`src/rtl/lsb_mem_port_if.sv`:
```
`default_nettype none
// ============================================================================
// Module   : lsb_mem_port_if
// Purpose  : LSB request channel, load CDB and byte-wide RAM/IO port bundle.
// Revision : 1.0
// ============================================================================
interface lsb_mem_port_if;
    logic        rdy;
    logic        jump_wrong_stall;
    logic        lsb_req_flag;
    logic        lsb_req_type;
    logic [1:0]  lsb_req_width;
    logic        lsb_req_sext;
    logic [31:0] lsb_req_addr;
    logic [31:0] lsb_req_data;
    logic [31:0] lsb_req_rob_id;
    logic        lsb_done_flag;
    logic        ld_cdb_flag;
    logic [31:0] ld_cdb_rob_id;
    logic [31:0] ld_cdb_val;
    logic [7:0]  mem_din;
    logic [7:0]  mem_dout;
    logic [31:0] mem_a;
    logic        mem_wr;
    logic        io_buffer_full;

    modport master (
        output rdy, jump_wrong_stall, lsb_req_flag, lsb_req_type, lsb_req_width,
               lsb_req_sext, lsb_req_addr, lsb_req_data, lsb_req_rob_id,
               mem_din, io_buffer_full,
        input  lsb_done_flag, ld_cdb_flag, ld_cdb_rob_id, ld_cdb_val,
               mem_dout, mem_a, mem_wr
    );

    modport slave (
        input  rdy, jump_wrong_stall, lsb_req_flag, lsb_req_type, lsb_req_width,
               lsb_req_sext, lsb_req_addr, lsb_req_data, lsb_req_rob_id,
               mem_din, io_buffer_full,
        output lsb_done_flag, ld_cdb_flag, ld_cdb_rob_id, ld_cdb_val,
               mem_dout, mem_a, mem_wr
    );
endinterface
`default_nettype wire

```
`src/rtl/lsb_mem_port.sv`:
```
`default_nettype none
// ============================================================================
// Module   : lsb_mem_port
// Purpose  : Byte-serial RAM/IO responder for LSB requests with load CDB output.
// Revision : 1.0
// ============================================================================
module lsb_mem_port #(
    parameter logic [1:0] IO_SEL = 2'b11
) (
    input  logic          clk,
    input  logic          rst,
    lsb_mem_port_if.slave bus
);
    typedef enum logic [1:0] {
        S_IDLE    = 2'd0,
        S_WAIT_IO = 2'd1,
        S_XFER    = 2'd2,
        S_DONE    = 2'd3
    } state_t;

    state_t      state_q;
    logic        type_q;
    logic [1:0]  width_q;
    logic        sext_q;
    logic        io_q;
    logic [31:0] addr_q;
    logic [31:0] data_q;
    logic [31:0] rob_q;
    logic [2:0]  cnt_q;
    logic        kill_q;
    logic [31:0] res_q;
    logic [31:0] mem_a_q;
    logic [7:0]  mem_dout_q;
    logic        mem_wr_q;
    logic        done_q;
    logic        cdb_flag_q;
    logic [31:0] cdb_rob_q;
    logic [31:0] cdb_val_q;

    logic [2:0]  cnt_nx;
    logic [2:0]  n_last;
    logic [31:0] res_d;
    logic [31:0] ext_d;
    logic        wr_ok;
    logic        req_io;

    function automatic logic [7:0] sel_byte(input logic [31:0] d, input logic [1:0] i);
        return d[{i, 3'b000} +: 8];
    endfunction

    always_comb begin
        cnt_nx = cnt_q + 3'd1;
        case (width_q)
            2'b00:   n_last = 3'd0;
            2'b01:   n_last = 3'd1;
            default: n_last = 3'd3;
        endcase
        // mem_din holds the byte addressed one cycle earlier, i.e. byte cnt-1
        res_d = res_q;
        case (cnt_q)
            3'd1:    res_d[7:0]   = bus.mem_din;
            3'd2:    res_d[15:8]  = bus.mem_din;
            3'd3:    res_d[23:16] = bus.mem_din;
            3'd4:    res_d[31:24] = bus.mem_din;
            default: res_d = res_q;
        endcase
        case (width_q)
            2'b00:   ext_d = sext_q ? {{24{res_d[7]}}, res_d[7:0]} : {24'd0, res_d[7:0]};
            2'b01:   ext_d = sext_q ? {{16{res_d[15]}}, res_d[15:0]} : {16'd0, res_d[15:0]};
            default: ext_d = res_d;
        endcase
        wr_ok  = ~io_q | ~bus.io_buffer_full;
        req_io = bus.lsb_req_type && (bus.lsb_req_addr[17:16] == IO_SEL);
    end

    always_ff @(posedge clk) begin
        if (rst) begin
            state_q    <= S_IDLE;
            type_q     <= 1'b0;
            width_q    <= 2'b00;
            sext_q     <= 1'b0;
            io_q       <= 1'b0;
            addr_q     <= '0;
            data_q     <= '0;
            rob_q      <= '0;
            cnt_q      <= '0;
            kill_q     <= 1'b0;
            res_q      <= '0;
            mem_a_q    <= '0;
            mem_dout_q <= '0;
            mem_wr_q   <= 1'b0;
            done_q     <= 1'b0;
            cdb_flag_q <= 1'b0;
            cdb_rob_q  <= '0;
            cdb_val_q  <= '0;
        end else if (!bus.rdy) begin
            // Frozen: a store byte whose write was suppressed is re-driven on resume
            mem_wr_q   <= 1'b0;
            done_q     <= 1'b0;
            cdb_flag_q <= 1'b0;
        end else begin
            mem_wr_q   <= 1'b0;
            done_q     <= 1'b0;
            cdb_flag_q <= 1'b0;
            mem_a_q    <= '0;
            mem_dout_q <= '0;
            case (state_q)
                S_IDLE: begin
                    if (bus.lsb_req_flag) begin
                        type_q  <= bus.lsb_req_type;
                        width_q <= bus.lsb_req_width;
                        sext_q  <= bus.lsb_req_sext;
                        io_q    <= req_io;
                        addr_q  <= bus.lsb_req_addr;
                        data_q  <= bus.lsb_req_data;
                        rob_q   <= bus.lsb_req_rob_id;
                        cnt_q   <= '0;
                        kill_q  <= 1'b0;
                        res_q   <= '0;
                        if (req_io) begin
                            state_q <= S_WAIT_IO;
                        end else begin
                            state_q <= S_XFER;
                            mem_a_q <= bus.lsb_req_addr;
                            if (bus.lsb_req_type) begin
                                mem_dout_q <= bus.lsb_req_data[7:0];
                                mem_wr_q   <= 1'b1;
                            end
                        end
                    end
                end
                S_WAIT_IO: begin
                    if (!bus.io_buffer_full) begin
                        state_q    <= S_XFER;
                        mem_a_q    <= addr_q;
                        mem_dout_q <= data_q[7:0];
                        mem_wr_q   <= 1'b1;
                    end
                end
                S_XFER: begin
                    if (type_q) begin
                        if (mem_wr_q && (cnt_q == n_last)) begin
                            state_q <= S_DONE;
                            done_q  <= 1'b1;
                        end else if (mem_wr_q) begin
                            cnt_q      <= cnt_nx;
                            mem_a_q    <= addr_q + {29'd0, cnt_nx};
                            mem_dout_q <= sel_byte(data_q, cnt_nx[1:0]);
                            mem_wr_q   <= wr_ok;
                        end else begin
                            mem_a_q    <= addr_q + {29'd0, cnt_q};
                            mem_dout_q <= sel_byte(data_q, cnt_q[1:0]);
                            mem_wr_q   <= wr_ok;
                        end
                    end else begin
                        if (bus.jump_wrong_stall) begin
                            kill_q <= 1'b1;
                        end
                        res_q <= res_d;
                        if (cnt_q == n_last + 3'd1) begin
                            state_q    <= S_DONE;
                            done_q     <= 1'b1;
                            cdb_flag_q <= ~(kill_q | bus.jump_wrong_stall);
                            cdb_rob_q  <= rob_q;
                            cdb_val_q  <= ext_d;
                        end else begin
                            cnt_q <= cnt_nx;
                            if (cnt_nx <= n_last) begin
                                mem_a_q <= addr_q + {29'd0, cnt_nx};
                            end
                        end
                    end
                end
                S_DONE: begin
                    state_q <= S_IDLE;
                end
                default: begin
                    state_q <= S_IDLE;
                end
            endcase
        end
    end

    assign bus.lsb_done_flag = done_q;
    assign bus.ld_cdb_flag   = cdb_flag_q;
    assign bus.ld_cdb_rob_id = cdb_rob_q;
    assign bus.ld_cdb_val    = cdb_val_q;
    assign bus.mem_a         = mem_a_q;
    assign bus.mem_dout      = mem_dout_q;
    assign bus.mem_wr        = mem_wr_q;

endmodule
`default_nettype wire

```
`src/flat_wrapper.sv`:
```
// flat-port wrapper written by rule: the top's interface ports become plain ports
module lsb_mem_port_flat 
#(
    parameter logic [1:0] IO_SEL = 2'b11
)
  (clk, rst, bus_rdy, bus_jump_wrong_stall, bus_lsb_req_flag, bus_lsb_req_type, bus_lsb_req_width, bus_lsb_req_sext, bus_lsb_req_addr, bus_lsb_req_data, bus_lsb_req_rob_id, bus_mem_din, bus_io_buffer_full, bus_lsb_done_flag, bus_ld_cdb_flag, bus_ld_cdb_rob_id, bus_ld_cdb_val, bus_mem_dout, bus_mem_a, bus_mem_wr);
  lsb_mem_port_if bus_i ();
  input  logic clk;
  input  logic rst;
  input wire logic [$bits(bus_i.rdy)-1:0] bus_rdy;
  input wire logic [$bits(bus_i.jump_wrong_stall)-1:0] bus_jump_wrong_stall;
  input wire logic [$bits(bus_i.lsb_req_flag)-1:0] bus_lsb_req_flag;
  input wire logic [$bits(bus_i.lsb_req_type)-1:0] bus_lsb_req_type;
  input wire logic [$bits(bus_i.lsb_req_width)-1:0] bus_lsb_req_width;
  input wire logic [$bits(bus_i.lsb_req_sext)-1:0] bus_lsb_req_sext;
  input wire logic [$bits(bus_i.lsb_req_addr)-1:0] bus_lsb_req_addr;
  input wire logic [$bits(bus_i.lsb_req_data)-1:0] bus_lsb_req_data;
  input wire logic [$bits(bus_i.lsb_req_rob_id)-1:0] bus_lsb_req_rob_id;
  input wire logic [$bits(bus_i.mem_din)-1:0] bus_mem_din;
  input wire logic [$bits(bus_i.io_buffer_full)-1:0] bus_io_buffer_full;
  output wire logic [$bits(bus_i.lsb_done_flag)-1:0] bus_lsb_done_flag;
  output wire logic [$bits(bus_i.ld_cdb_flag)-1:0] bus_ld_cdb_flag;
  output wire logic [$bits(bus_i.ld_cdb_rob_id)-1:0] bus_ld_cdb_rob_id;
  output wire logic [$bits(bus_i.ld_cdb_val)-1:0] bus_ld_cdb_val;
  output wire logic [$bits(bus_i.mem_dout)-1:0] bus_mem_dout;
  output wire logic [$bits(bus_i.mem_a)-1:0] bus_mem_a;
  output wire logic [$bits(bus_i.mem_wr)-1:0] bus_mem_wr;
  assign bus_i.rdy = bus_rdy;
  assign bus_i.jump_wrong_stall = bus_jump_wrong_stall;
  assign bus_i.lsb_req_flag = bus_lsb_req_flag;
  assign bus_i.lsb_req_type = bus_lsb_req_type;
  assign bus_i.lsb_req_width = bus_lsb_req_width;
  assign bus_i.lsb_req_sext = bus_lsb_req_sext;
  assign bus_i.lsb_req_addr = bus_lsb_req_addr;
  assign bus_i.lsb_req_data = bus_lsb_req_data;
  assign bus_i.lsb_req_rob_id = bus_lsb_req_rob_id;
  assign bus_i.mem_din = bus_mem_din;
  assign bus_i.io_buffer_full = bus_io_buffer_full;
  assign bus_lsb_done_flag = bus_i.lsb_done_flag;
  assign bus_ld_cdb_flag = bus_i.ld_cdb_flag;
  assign bus_ld_cdb_rob_id = bus_i.ld_cdb_rob_id;
  assign bus_ld_cdb_val = bus_i.ld_cdb_val;
  assign bus_mem_dout = bus_i.mem_dout;
  assign bus_mem_a = bus_i.mem_a;
  assign bus_mem_wr = bus_i.mem_wr;
  lsb_mem_port #(.IO_SEL(IO_SEL)) u_core (.clk(clk), .rst(rst), .bus(bus_i));
endmodule
```
`config.mk`:
```
export PLATFORM = sky130hd
export DESIGN_NAME = lsb_mem_port_flat
export DESIGN_NICKNAME = d
export VERILOG_FILES = /design/src/rtl/lsb_mem_port_if.sv /design/src/rtl/lsb_mem_port.sv /design/src/flat_wrapper.sv
export SDC_FILE = /design/constraint.sdc
export NUM_CORES = 1
export LEC_CHECK = 0
export BUFFER_PORTS_ARGS = -buffer_cell sky130_fd_sc_hd__buf_4
export CORE_ASPECT_RATIO = 1.25
export CORE_MARGIN = 1
export CORE_UTILIZATION = 57
export CTS_CLUSTER_SIZE = 16
export DETAILED_ROUTE_END_ITERATION = 6
export MAX_ROUTING_LAYER = met4
export PLACE_DENSITY = 0.82
export RECOVER_POWER = 25
export SYNTH_ARGS = -nofsm -noshare
export SYNTH_HDL_FRONTEND = slang
export SYNTH_SLANG_ARGS = --single-unit
```
`constraint.sdc`:
```
create_clock -name clk -period 9.3 [get_ports clk]
set_clock_uncertainty 0.2 [all_clocks]
set_input_delay 0 -clock clk [delete_from_list [all_inputs] [get_ports clk]]
set_output_delay 0 -clock clk [all_outputs]
set_load 0.005 [all_outputs]
```
Yosys cells after proc, flatten, opt, wreduce, memory -nomap -nowiden:

Cells that the tools add are included.

* shift-type cells: 2
* eq/ne operators: 20
* muxes and demuxes: 55
* add/subtract/negate cells: 4
* bitwise operators: 9
* reductions and logical operators: 14
* $lt $le $gt $ge: 1

Operators with widths (number)
* 2-to-1 mux 32 bit: 12
* case mux 32 bit (2 select lines): 2
* case mux 32 bit (3 select lines): 1
* 2-to-1 mux 8 bit: 11
* adder 32 x 3 -> 32 bit: 2
* variable part select 32 x 6 -> 8 bit: 2
* case mux 8 bit (3 select lines): 1
* 2-to-1 mux 3 bit: 5
* 2-to-1 mux 1 bit: 12
* 2-to-1 mux 2 bit: 6
* AND reduction 5 bit: 2
* != test 3 bit (second input constant): 3
* != test 2 bit (second input constant): 4
* case mux 2 bit (4 select lines): 1
* AND reduction 4 bit: 2
* NOT 1 bit: 7
* equality test 2 bit (second input constant): 3
* equality test 3 x 2 -> 1 bit (second input constant): 2
* case mux 3 bit (2 select lines): 1
* AND reduction 6 bit: 1
* OR reduction 5 bit: 1
* equality test 2 x 1 -> 1 bit (second input constant): 2
* logical NOT 2 bit: 2
* case mux 2 bit (2 select lines): 1
* 17 further kinds: 19

* input port bits: 114
* output and inout port bits: 107
* flip-flop bits (word level): 246

Depth between registers and ports, before layout:

* depth in word-level cells: 7
* depth in mapped cells: 12

Worst setup path after synthesis:

Ideal clock, no wire load.

* kind: register to register
* start point: register u_core.width_q[1]
* end point: register u_core.mem_a_q[19] (netlist: u_core.bus.mem_a[19])
* setup slack: 6.125 ns
* stages on the path, launching flop included: 12
* buffers on the path: 2
* required time: 9.006 ns
* arrival time: 2.882 ns
* library setup time: 0.094 ns
* period minus slack after synthesis: 3.175 ns
* cell sequence: dfxtp_1 -> clkbuf_1 -> nor2_1 -> inv_1 -> ha_1 -> and4b_1 -> a41oi_4 -> a31oi_1 -> or2_0 -> buf_2 -> or3_4 -> o311ai_2

* cells in the longest elaborated chain, start to end: 7

RTL lines
* start: declaration: line lsb_mem_port.sv:23 `logic [1:0] width_q;`
* start signal: assignment: line lsb_mem_port.sv:111 `width_q <= bus.lsb_req_width;`
* equality test 2 x 1 -> 1 bit or logical NOT 2 bit (tied branches): line lsb_mem_port.sv:53 `case (width_q)`
* case mux 2 bit (2 select lines) *: line lsb_mem_port.sv:53
* adder 2 x 1 -> 3 bit (tied with other cells): line lsb_mem_port.sv:160 `if (cnt_q == n_last + 3'd1) begin`
* equality test 3 bit (tied with other cells): line lsb_mem_port.sv:160
* 2-to-1 mux 32 bit, on equally long branches: line lsb_mem_port.sv:160, lsb_mem_port.sv:142
* 2-to-1 mux 32 bit *: line lsb_mem_port.sv:141 `if (type_q) begin`
* case mux 32 bit (3 select lines) *: line lsb_mem_port.sv:107 `case (state_q)`
* end signal: assignment: line lsb_mem_port.sv:147 `mem_a_q <= addr_q + {29'd0, cnt_nx};`
* end signal: assignment: line lsb_mem_port.sv:151 `mem_a_q <= addr_q + {29'd0, cnt_q};`
* end signal: assignment: line lsb_mem_port.sv:169 `mem_a_q <= addr_q + {29'd0, cnt_nx};`
* end: declaration: line lsb_mem_port.sv:32 `logic [31:0] mem_a_q;`

Mark *: on every way between the ends. The rest lies on a longest branch, timed or not.
A chain may end at the register's enable or synchronous reset.

Worst setup path in the final report:

* start point: register u_core.width_q[1]
* end point: register u_core.mem_a_q[23] (netlist: u_core.bus.mem_a[23])

Same word-level chain as after synthesis.

==> impl_metrics.json <==
{
  "critPathBufInv": 1,
  "end_kind": "flip-flop",
  "setup_ws_ns": 5.414,
  "max_clock_freq_mhz": 257.3,
  "overflow": 0,
  "initial_core_util_pct": 58.60,
  "dr_total_vias": 12226,
  "cp_slowest_cell": "nor2_1",
  "timing.hold.worst.class": "in2reg",
  "grt_first_pass_wirelength_um": 61750,
  "whs_ns": 0.02965,
  "drtAntennaViolNets": 0,
  "grt_start_max_net_pins": 113,
  "powerDensity_mw_per_mm2": 164.9,
  "drv_cap": 0,
  "dp_hpwl_um": 21230,
  "rows": 56,
  "tns_ns": 0,
  "grt_pass1_vias": 11974,
  "cts_sinks": 246,
  "synth_edf_count": 0,
  "critPathKind": "reg2reg",
  "dr.first_iter.drc_count": 1115,
  "cts_root_buffer": "clkbuf_16",
  "period_needed_ns": 3.886,
  "die_h_um": 157.9,
  "io_pins": 221,
  "syn_avg_cell_area_um2": 8.005,
  "irDropWorstVdd_mv": 0.1771,
  "cp_max_fo": 22,
  "synth_cell_types": 65,
  "final.period_utilization_pct": 41.78,
  "chipWidth_um": 126.7,
  "cts_buffers": 25,
  "slowest_delay_ns": 0.58,
  "drc": 5,
  "critPathRequiredTime_ns": 9.54,
  "synth_nets": 1518,
  "drive_gt1_share_pct": 16.78,
  "worstSetupStartpointType": "flip-flop",
  "leakagePower_nw": 5.933,
  "relSlewSlack_pct": 19.11,
  "syn2layout_area_growth_pct": 39.07,
  "antenna_found_initial": 4,
  "finalSetupViolations": 0,
  "viasPerCell": 6.165,
  "core_mm2": 0.01892,
  "grt_usage_pct": 39.83,
  "gp_congestion": 0.9337,
  "clk_path_buf_depth": 3,
  "hold_viol_final": 0,
  "yosysSeqAreaShare_pct": 44.42,
  "syn_inst": 1385,
  "netlist_area_mm2": 0.01109,
  "yosysWarnings": 0,
  "worst_pin_slew_ns": 1.213,
  "final_max_slew_viol_count": 0,
  "outcome": "finished with violations",
  "rsz0062_at_grt": "false",
  "cts_tree": "done",
  "synthFlopType": "dfxtp_1",
  "drt-total-wl_um": 39200,
  "preCtsSetupSlack_ns": 5.530,
  "die_area_mm2": 0.02002,
  "total_power_w": 0.002542,
  "violations": "design-rule violations",
  "ctsResizeCount": 0,
  "cp_cell_sequence": "nor2_1, inv_1, ha_1, and4b_1, a41oi_4, a31oi_1, or2_0, or3_4, o311ai_2",
  "drt-pass1-iter-count": 7,
  "nets": 1862,
  "htree_num_levels": 1,
  "synth_seq_cells": 246,
  "insertion_delay_ns": 0.53,
  "critPathArrivalTime_ns": 4.12,
  "port_buffers": 220,
  "cpLargestDelayFamily": "simple AND/OR/NAND/NOR gates",
  "synth-async-reset-ratio_pct": 0,
  "clk_pin_slew_worst_paths_ns": 0.07,
  "wl_per_cell_um": 19.77
}
synthesized netlist by cell type, types with 9 or more instances:
cell type	n	area share (%)
nor2_1	136	4.6
a22oi_1	55	3.7
ha_1	17	1.9
a21oi_1	169	7.6
mux2i_1	17	1.5
a222oi_1	11	0.99
dfxtp_1	246	44
a211oi_1	27	1.8
clkbuf_1	91	3.1
inv_1	18	0.61
buf_2	9	0.41
nand3_1	21	0.95
nand4_1	10	0.56
o21ai_0	33	1.5
mux2_2	17	1.7
a221o_1	13	1.2
o211ai_1	9	0.61
nand2_1	334	11
nor3_1	20	0.90
power breakdown:
group	switching [W]	total (W)	leakage (nW)	internal (W)
registers	0.0000433	0.00114	1.99	0.00110
clock network	0.000437	0.00103	0.404	0.000595
logic	0.000204	0.000372	3.54	0.000168
total	0.000684	0.00254	5.93	0.00186
stage by stage:
step | util (%) | area [um2] | instances
detailed placement | 67.28 | 12730 | 1741
global placement | 67.28 | 12730 | 1741
CTS | 81.85 | 15480 | 1978
floorplan | - | 11090 | 1385
finish | 81.50 | 15420 | 1983
global route | 81.50 | 15420 | 1983
path summary, 6_finish.rpt:
path | from | end | cells past startpoint | slack, ns
worst max register to register | u_core.width_q[1] | u_core.bus.mem_a[23] | 9 | 5.41
worst min register to register | u_core.kill_q | u_core.bus.ld_cdb_flag | 1 | 0.25
worst min-delay path | bus_jump_wrong_stall | u_core.bus.ld_cdb_flag | 3 | 0.03
worst max-delay path | u_core.width_q[1] | u_core.bus.mem_a[23] | 9 | 5.41
cell type report:
class / count / area (um2)
inverter: 18 / 67.56
clock inverter: 13 / 156.4
sequential: 246 / 4925
antenna: 5 / 12.51
fill: 1156 / 3500
timing repair buffer: 423 / 3583
clock buffer: 31 / 668.1
multi-input combinational: 1015 / 5715
tap: 232 / 290.3
cells in the final DEF, fill, tap and decap left out, drive strengths merged, types with 5 or more instances in the layout:
cell type,n
dlygate4sd3,193
nand4,11
clkinv,8
mux4,8
a21oi,169
dfxtp,246
mux2,17
nor2,137
a221o,13
a222oi,11
buf,142
o31ai,8
a211oi,27
diode,5
clkbuf,119
ha,17
o211ai,9
xnor2,7
nand3,21
a22oi,55
nor3,21
nand2b,6
nand2,334
o311ai,9
o21ai,37
inv,18
or4,7
and3,7
nor2b,6
o22ai,5
a31oi,6
mux2i,18
cell families after synthesis:
kind of cell	synth area share, %
AND/OR/NAND/NOR	21.70
XOR/XNOR	0.8690
AO/OA/AOI/OAI	21.41
flip-flops	44.42
multiplexers	5.011
adder cells (fa/ha/maj)	2.280
buffers and inverters	4.311
metal layers:
layer	GRT usage (%)	vias to the layer above	wire length, um
met1	43.57	5738	14460
met4	24.04	0	2450
met3	6.522	214	2879
met5	-	-	0
met2	68.51	733	19410
li1	-	5541	-
tightest hold or removal path: stages:
cell	delay, ns
dlygate4sd3_1	0.52
buf_4	0.13
nor4_1	0.05
sequential cells by signal, summed over array words and instances, names as in the netlist, 2 cells and up:
| signal | count |
|---|---|
| u_core.addr_q | 32 |
| u_core.bus.ld_cdb_rob_id | 32 |
| u_core.bus.ld_cdb_val | 32 |
| u_core.bus.mem_a | 32 |
| u_core.bus.mem_dout | 8 |
| u_core.cnt_q | 3 |
| u_core.data_q | 32 |
| u_core.res_q | 32 |
| u_core.rob_q | 32 |
| u_core.state_q | 2 |
| u_core.width_q | 2 |
repair_timing:
action	CTS	global route
setup buffers	0	0
hold buffers	193	0
endpoints found under the hold margin	238	0
setup endpoints to repair	0	0
Power figures use the tool's default switching activity.
